==> config.mk <==
export PLATFORM = sky130hd
export DESIGN_NAME = fetch_ctrl_flat
export DESIGN_NICKNAME = d
export VERILOG_FILES = /design/src/rtl/fetch_ctrl_pkg.sv /design/src/rtl/fetch_ctrl_if.sv /design/src/rtl/fetch_ctrl_fc_credit.sv /design/src/rtl/fetch_ctrl.sv /design/src/flat_wrapper.sv
export SDC_FILE = /design/constraint.sdc
export NUM_CORES = 1
export LEC_CHECK = 0
export ABC_CLOCK_PERIOD_IN_PS = 2500
export CAP_MARGIN = 20
export CORE_MARGIN = 1
export CORE_UTILIZATION = 34
export CTS_CLUSTER_SIZE = 40
export DETAILED_ROUTE_END_ITERATION = 7
export GPL_TIMING_DRIVEN = 0
export PLACE_DENSITY_LB_ADDON = 0.05
export SYNTH_ARGS = -nofsm -noshare
export SYNTH_HDL_FRONTEND = slang
export SYNTH_SLANG_ARGS = --single-unit
==> constraint.sdc <==
create_clock -name clk -period 2.5 [get_ports clk]
set_input_delay 0.75 -clock clk [delete_from_list [all_inputs] [get_ports clk]]
set_output_delay 0.75 -clock clk [all_outputs]
set_load 0.05 [all_outputs]
==> src/rtl/fetch_ctrl_pkg.sv <==
// Shared types and defaults for the instruction fetch controller.
// The controller FSM encoding is fixed so that traces and firmware debug dumps stay readable.
package fetch_ctrl_pkg;

  localparam int XLEN_DEF    = 32;
  localparam int BUS_WID_DEF = 64;
  localparam int MAX_OUT_DEF = 2;

  typedef enum logic [1:0] {
    FC_IDLE = 2'd0,
    FC_RUN  = 2'd1,
    FC_HALT = 2'd2
  } fc_state_e;

  // Width of a counter that must hold 0..max_out inclusive.
  function automatic int cnt_width(input int max_out);
    return (max_out < 1) ? 1 : $clog2(max_out + 1);
  endfunction

endpackage

==> src/rtl/fetch_ctrl_if.sv <==
// Instruction-memory line read bus: request/grant forward path, in-order response path.
interface fetch_ctrl_if #(
    parameter int XLEN    = 32,
    parameter int BUS_WID = 64
) ();

    logic               req;
    logic [XLEN-1:0]    addr;
    logic               gnt;
    logic               rvld;
    logic [BUS_WID-1:0] rdata;
    logic               rerr;

    modport master (
        output req, addr,
        input  gnt, rvld, rdata, rerr
    );

    modport slave (
        input  req, addr,
        output gnt, rvld, rdata, rerr
    );

endinterface

==> src/rtl/fetch_ctrl_fc_credit.sv <==
// Outstanding-request and stale-response bookkeeping for the fetch controller.
// out_cnt counts granted-but-unanswered reads; drop_cnt counts how many of those are stale.
module fc_credit
    import fetch_ctrl_pkg::*;
#(
    parameter int MAX_OUT = MAX_OUT_DEF
) (
    input  logic clk,
    input  logic rst,
    input  logic grant,
    input  logic resp,
    input  logic flush,
    output logic full,
    output logic drop,
    output logic empty
);

    localparam int CW = cnt_width(MAX_OUT);

    logic [CW-1:0] out_cnt;
    logic [CW-1:0] drop_cnt;
    logic [CW-1:0] out_nxt;
    logic          resp_ok;

    // A response with nothing outstanding is a bus protocol violation and is ignored.
    assign resp_ok = resp & (out_cnt != '0);

    always_comb begin
        out_nxt = out_cnt;
        if (grant && !resp_ok)
            out_nxt = out_cnt + 1'b1;
        else if (!grant && resp_ok)
            out_nxt = out_cnt - 1'b1;
    end

    // NOTE: counters are state, so they update with <= and clear on the synchronous reset;
    // nothing else in this block needs a reset value.
    always_ff @(posedge clk) begin
        if (!rst) begin
            out_cnt  <= '0;
            drop_cnt <= '0;
        end else begin
            out_cnt <= out_nxt;
            if (flush)
                drop_cnt <= out_nxt;
            else if (resp_ok && (drop_cnt != '0))
                drop_cnt <= drop_cnt - 1'b1;
        end
    end

    assign full  = (out_cnt >= CW'(MAX_OUT));
    assign drop  = (drop_cnt != '0);
    assign empty = (out_cnt == '0);

    a_resp_outstanding : assert property (@(posedge clk) disable iff (!rst)
        resp |-> (out_cnt != '0));

    a_drop_le_out : assert property (@(posedge clk) disable iff (!rst)
        drop_cnt <= out_cnt);

endmodule

==> src/rtl/fetch_ctrl.sv <==
// Instruction fetch sequencer: issues sequential line reads from the last jump target,
// throttled by bit-buffer room and an outstanding limit, and filters stale responses.
module fetch_ctrl
    import fetch_ctrl_pkg::*;
#(
    parameter int XLEN    = XLEN_DEF,
    parameter int BUS_WID = BUS_WID_DEF,
    parameter int MAX_OUT = MAX_OUT_DEF
) (
    input  logic               clk,
    input  logic               rst,
    input  logic               jump_vld,
    input  logic [XLEN-1:0]    jump_pc,
    input  logic               buffer_free,
    fetch_ctrl_if.master       imem,
    output logic               line_vld,
    output logic [BUS_WID-1:0] line_data,
    output logic               line_err
);

    localparam int              BUS_BYTES  = BUS_WID / 8;
    localparam logic [XLEN-1:0] LINE_STEP  = XLEN'(BUS_BYTES);
    localparam logic [XLEN-1:0] ALIGN_MASK = ~XLEN'(BUS_BYTES - 1);

    fc_state_e       state;
    logic [XLEN-1:0] fetch_addr;
    logic            grant;
    logic            full;
    logic            drop;
    logic            empty;

    // NOTE: request and line forwarding are combinational so a jump suppresses them in the
    // same cycle and a live response reaches the bit buffer with zero latency.
    assign imem.req  = (state == FC_RUN) & buffer_free & ~full & ~jump_vld;
    assign imem.addr = fetch_addr;
    assign grant     = imem.req & imem.gnt;

    assign line_vld  = imem.rvld & ~empty & ~drop & ~jump_vld;
    assign line_data = imem.rdata;
    assign line_err  = imem.rerr;

    always_ff @(posedge clk) begin
        if (!rst) begin
            state      <= FC_IDLE;
            fetch_addr <= '0;
        end else if (jump_vld) begin
            state      <= FC_RUN;
            fetch_addr <= jump_pc & ALIGN_MASK;
        end else begin
            if (grant)
                fetch_addr <= fetch_addr + LINE_STEP;
            // The erroring line itself is still forwarded; only further issue stops.
            if ((state == FC_RUN) && line_vld && imem.rerr)
                state <= FC_HALT;
        end
    end

    fc_credit #(
        .MAX_OUT (MAX_OUT)
    ) u_credit (
        .clk   (clk),
        .rst   (rst),
        .grant (grant),
        .resp  (imem.rvld),
        .flush (jump_vld),
        .full  (full),
        .drop  (drop),
        .empty (empty)
    );

endmodule

==> src/flat_wrapper.sv <==
// flat-port wrapper written by rule: the top's interface ports become plain ports
module fetch_ctrl_flat import fetch_ctrl_pkg::*;
#(
    parameter int XLEN    = XLEN_DEF,
    parameter int BUS_WID = BUS_WID_DEF,
    parameter int MAX_OUT = MAX_OUT_DEF
)
  (clk, rst, jump_vld, jump_pc, buffer_free, line_vld, line_data, line_err, imem_req, imem_addr, imem_gnt, imem_rvld, imem_rdata, imem_rerr);
  fetch_ctrl_if #(.XLEN(XLEN), .BUS_WID(BUS_WID)) imem_i ();
  input  logic clk;
  input  logic rst;
  input  logic jump_vld;
  input  logic [XLEN-1:0] jump_pc;
  input  logic buffer_free;
  output logic line_vld;
  output logic [BUS_WID-1:0] line_data;
  output logic line_err;
  output wire logic [$bits(imem_i.req)-1:0] imem_req;
  output wire logic [$bits(imem_i.addr)-1:0] imem_addr;
  input wire logic [$bits(imem_i.gnt)-1:0] imem_gnt;
  input wire logic [$bits(imem_i.rvld)-1:0] imem_rvld;
  input wire logic [$bits(imem_i.rdata)-1:0] imem_rdata;
  input wire logic [$bits(imem_i.rerr)-1:0] imem_rerr;
  assign imem_req = imem_i.req;
  assign imem_addr = imem_i.addr;
  assign imem_i.gnt = imem_gnt;
  assign imem_i.rvld = imem_rvld;
  assign imem_i.rdata = imem_rdata;
  assign imem_i.rerr = imem_rerr;
  fetch_ctrl #(.XLEN(XLEN), .BUS_WID(BUS_WID), .MAX_OUT(MAX_OUT)) u_core (.clk(clk), .rst(rst), .jump_vld(jump_vld), .jump_pc(jump_pc), .buffer_free(buffer_free), .imem(imem_i), .line_vld(line_vld), .line_data(line_data), .line_err(line_err));
endmodule
==> impl_metrics.env <==
export IMPL_seq_area_frac_synth=0.275
export IMPL_synth_warnings=0
export IMPL_crit_path_end_kind="primary output"
export IMPL_ios=202
export IMPL_grt_max_degree=11
export IMPL_wire_per_inst_um=14.3
export IMPL_min_to="u_core.state[1]"
export IMPL_seq_power_share=0.334
export IMPL_cp_top_family="buffers and inverters"
export IMPL_cts_buffers=5
export IMPL_root_buffer="clkbuf_8"
export IMPL_grt_pass1_wl_mm=12.1
export IMPL_areaGrowthSynthToFinish_pct=63.0
export IMPL_rr_worst_depth=5
export IMPL_p_leak_nw=1.63
export IMPL_startpoint="imem_rdata[5]"
export IMPL_worstMarginPinSlew_ps=802
export IMPL_synth_top_area_frac=0.275
export IMPL_synth_largest_area_cell="dfxtp_1"
export IMPL_die_area_mm2=0.00785
export IMPL_power_frac_clock=0.236
export IMPL_start_kind="primary input"
export IMPL_critPathKind="primary input to primary output"
export IMPL_yosysUniqueCellTypes=45
export IMPL_maxSlewViolCount=0
export IMPL_synth_avg_cell_area_um2=7.68
export IMPL_crit_chain="buf_4, clkdlybuf4s50_1"
export IMPL_finClkSkew_ps=4.10
export IMPL_drtPass1Iterations=4
export IMPL_antenna_left=0
export IMPL_max_slew_margin_rel=0.460
export IMPL_rsz0062_at_grt="false"
export IMPL_worst_path_max_delay_cell="clkdlybuf4s50_1"
export IMPL_dp_slack_ps=-751
export IMPL_port_buffers=130
export IMPL_grt_pass1_vias=2530
export IMPL_dp_hpwl_mm=6.22
export IMPL_required_ps=1750
export IMPL_arrival_ps=1640
export IMPL_power_density_mw_per_mm2=471
export IMPL_utilization=0.573
export IMPL_finalInstanceArea_mm2=0.00415
export IMPL_synth_ff_type="dfxtp_1"
export IMPL_reg2reg_setup_slack_ps=290
export IMPL_vias=2905
export IMPL_overflow=0
export IMPL_finalPower_mw=1.96
export IMPL_p_sw_frac=0.386
export IMPL_avgViaCountPerCell=5.06
export IMPL_drt_wl_total_mm=8.21
export IMPL_track_usage=0.200
export IMPL_hold_viol_final=0
export IMPL_initial_core_util=0.351
export IMPL_routabilityCongestion=0.787
export IMPL_synth_area_mm2=0.00255
export IMPL_r2r_end="u_core.imem.addr[20]"
export IMPL_path_buf_inv=2
export IMPL_cts_sinks=35
export IMPL_place_area_mm2=0.00399
export IMPL_netlist_instances=332
export IMPL_yosys_register_bits=35
export IMPL_cts_clk_slew_worst_paths_ps=70
export IMPL_post_route_drc_count=0
export IMPL_critPathMaxFanout=1
export IMPL_die_w_um=88.6
export IMPL_irDropWorstVdd_mv=0.245
export IMPL_tns_ps=0
export IMPL_clk_latency_ps=290
export IMPL_status="finished clean"
export IMPL_fin_ws_ps=113
export IMPL_fp_coreArea_mm2=0.00725
export IMPL_antenna_cells=0
export IMPL_synthArstFlopShare=0
export IMPL_finalCritPeriodShare=0.955
export IMPL_maxCapViolations=0
export IMPL_multi_input_comb_area_mm2=0.00128
export IMPL_switchingPower_mw=0.756
export IMPL_min_period_ps=2390
export IMPL_register_area_um2=702
export IMPL_synth_edf_count=0
export IMPL_ys_top_cells_by_area="dfxtp_1 27%, buf_4 20%, nand2_1 4.9%"
export IMPL_hp_start="u_core.state[1]"
export IMPL_drive_above_1_share=0.208
export IMPL_hold_depth=2
export IMPL_slowest_delay_ps=810
export IMPL_drtIter0Drc=216
export IMPL_std_cell_rows=31
export IMPL_antenna_found_initial=0
export IMPL_pwr_share_comb=0.430
export IMPL_nNetsFinal=581
export IMPL_htree_levels=2
export IMPL_fillCellCount=686
export IMPL_cts_hold_buf=0
export IMPL_hp_class="register to register"
export IMPL_reg2reg_from="u_core.imem.addr[10]"
export IMPL_clock_fmax_mhz=419
export IMPL_p_int_mw=1.20
export IMPL_die_height_um=88.6
export IMPL_setup_violations=0
export IMPL_cts_path_max_buffers=2
export IMPL_cts_tree="built"
## timing repair
| action | in CTS | in global routing |
|---|---|---|
| gates resized for setup | 29 | 9 |
| setup endpoints to repair | 34 | 13 |
| setup buffers | 3 | 0 |
| pin swaps | 1 | 0 |
## worst max path at each step
stage / slack [ps] / endpoint / cells after the start
3_5_place_dp: -750 / imem_req / 4
5_1_grt: 30 / u_core.imem.addr[20] / 5
6_report: 110 / line_data[5] / 2
3_3_place_gp: -760 / imem_req / 4
4_1_cts: 20 / line_err / 3
2_1_floorplan: 150 / line_vld / 2
## synthesized netlist by cell type (3+ instances only)
library cell and count:
buf_4 68, dfxtp_1 35, nand2_1 33, nor2_1 25
a21oi_1 20, nand3_1 15, nand4_1 12, inv_1 11
o21ai_0 11, a31oi_1 9, clkbuf_1 9, and3_1 6
xor2_1 6, a32oi_1 5, and2_1 5, o22ai_1 5
buf_2 4, ha_1 4, a211oi_1 3, a2bb2oi_1 3
nor3_1 3, nor4_1 3, o211ai_1 3, xnor2_1 3
## kinds of logic (layout without fill, tap and decap cells)
group                    after synthesis  count (layout)  synth area share
AND/OR/NAND/NOR                      112             112             0.229
buffers and inverters                 94             235             0.241
adder cells (fa/ha/maj)                4               4            0.0196
flip-flops                            35              35             0.275
AO/OA/AOI/OAI                         74              74             0.190
other                                  1               3           0.00147
XOR/XNOR                               9               9            0.0309
multiplexers                           3               3            0.0128
## sequential cells by signal, summed over array words and instances (netlist names)
name,cells
u_core.imem.addr,29
u_core.state,2
u_core.u_credit.drop_cnt,2
u_core.u_credit.out_cnt,2
## power by group through the flow
stage / sequential [mW] / combinational (mW) / clock (mW)
2_1_floorplan: 0.740 / 0.486 / 0
3_3_place_gp: 0.659 / 0.827 / 0
3_5_place_dp: 0.661 / 0.834 / 0
4_1_cts: 0.650 / 0.845 / 0.468
5_1_grt: 0.660 / 0.891 / 0.492
6_report: 0.652 / 0.842 / 0.462
## routing by layer
layer  vias up  track usage  part of all wire
met2       177        0.362              0.49
met3         8       0.0364             0.085
met1      1321        0.241              0.41
met4         0       0.0587            0.0095
met5         -            0                 0
li1       1399            -                 -
## through the flow
stage          cells  hold slack (ps)
2_1_floorplan    334              451
3_3_place_gp     563              470
3_5_place_dp     563              487
4_1_cts          574              507
5_1_grt          574              547
6_report         574              521
## layout by cell type, fill, tap and decap left out, drive strengths merged, types with 3 or more instances in the layout
master,Yosys,routed
buf,72,77
clkbuf,9,19
xor2,6,6
o22ai,5,5
a2bb2oi,3,3
inv,11,11
ha,4,4
nand4,12,12
a31oi,9,9
a32oi,5,5
nand3,15,15
and3,6,6
dfxtp,35,35
a211oi,3,3
clkdlybuf4s50,0,124
nor2,25,25
nor3,3,3
conb,1,3
xnor2,3,3
nor4,5,5
o21ai,11,11
and2,5,5
nand2,33,33
a21oi,20,20
o211ai,3,3
## final cells by class
| cell class | instances | share of cell area |
|---|---|---|
| timing repair buffer | 133 | 0.315 |
| tap | 99 | 0.0298 |
| sequential | 35 | 0.169 |
| clock buffer | 8 | 0.0241 |
| inverter | 13 | 0.0117 |
| multi-input combinational | 205 | 0.309 |
| buffer | 81 | 0.141 |
Power figures use the tool's default switching activity.
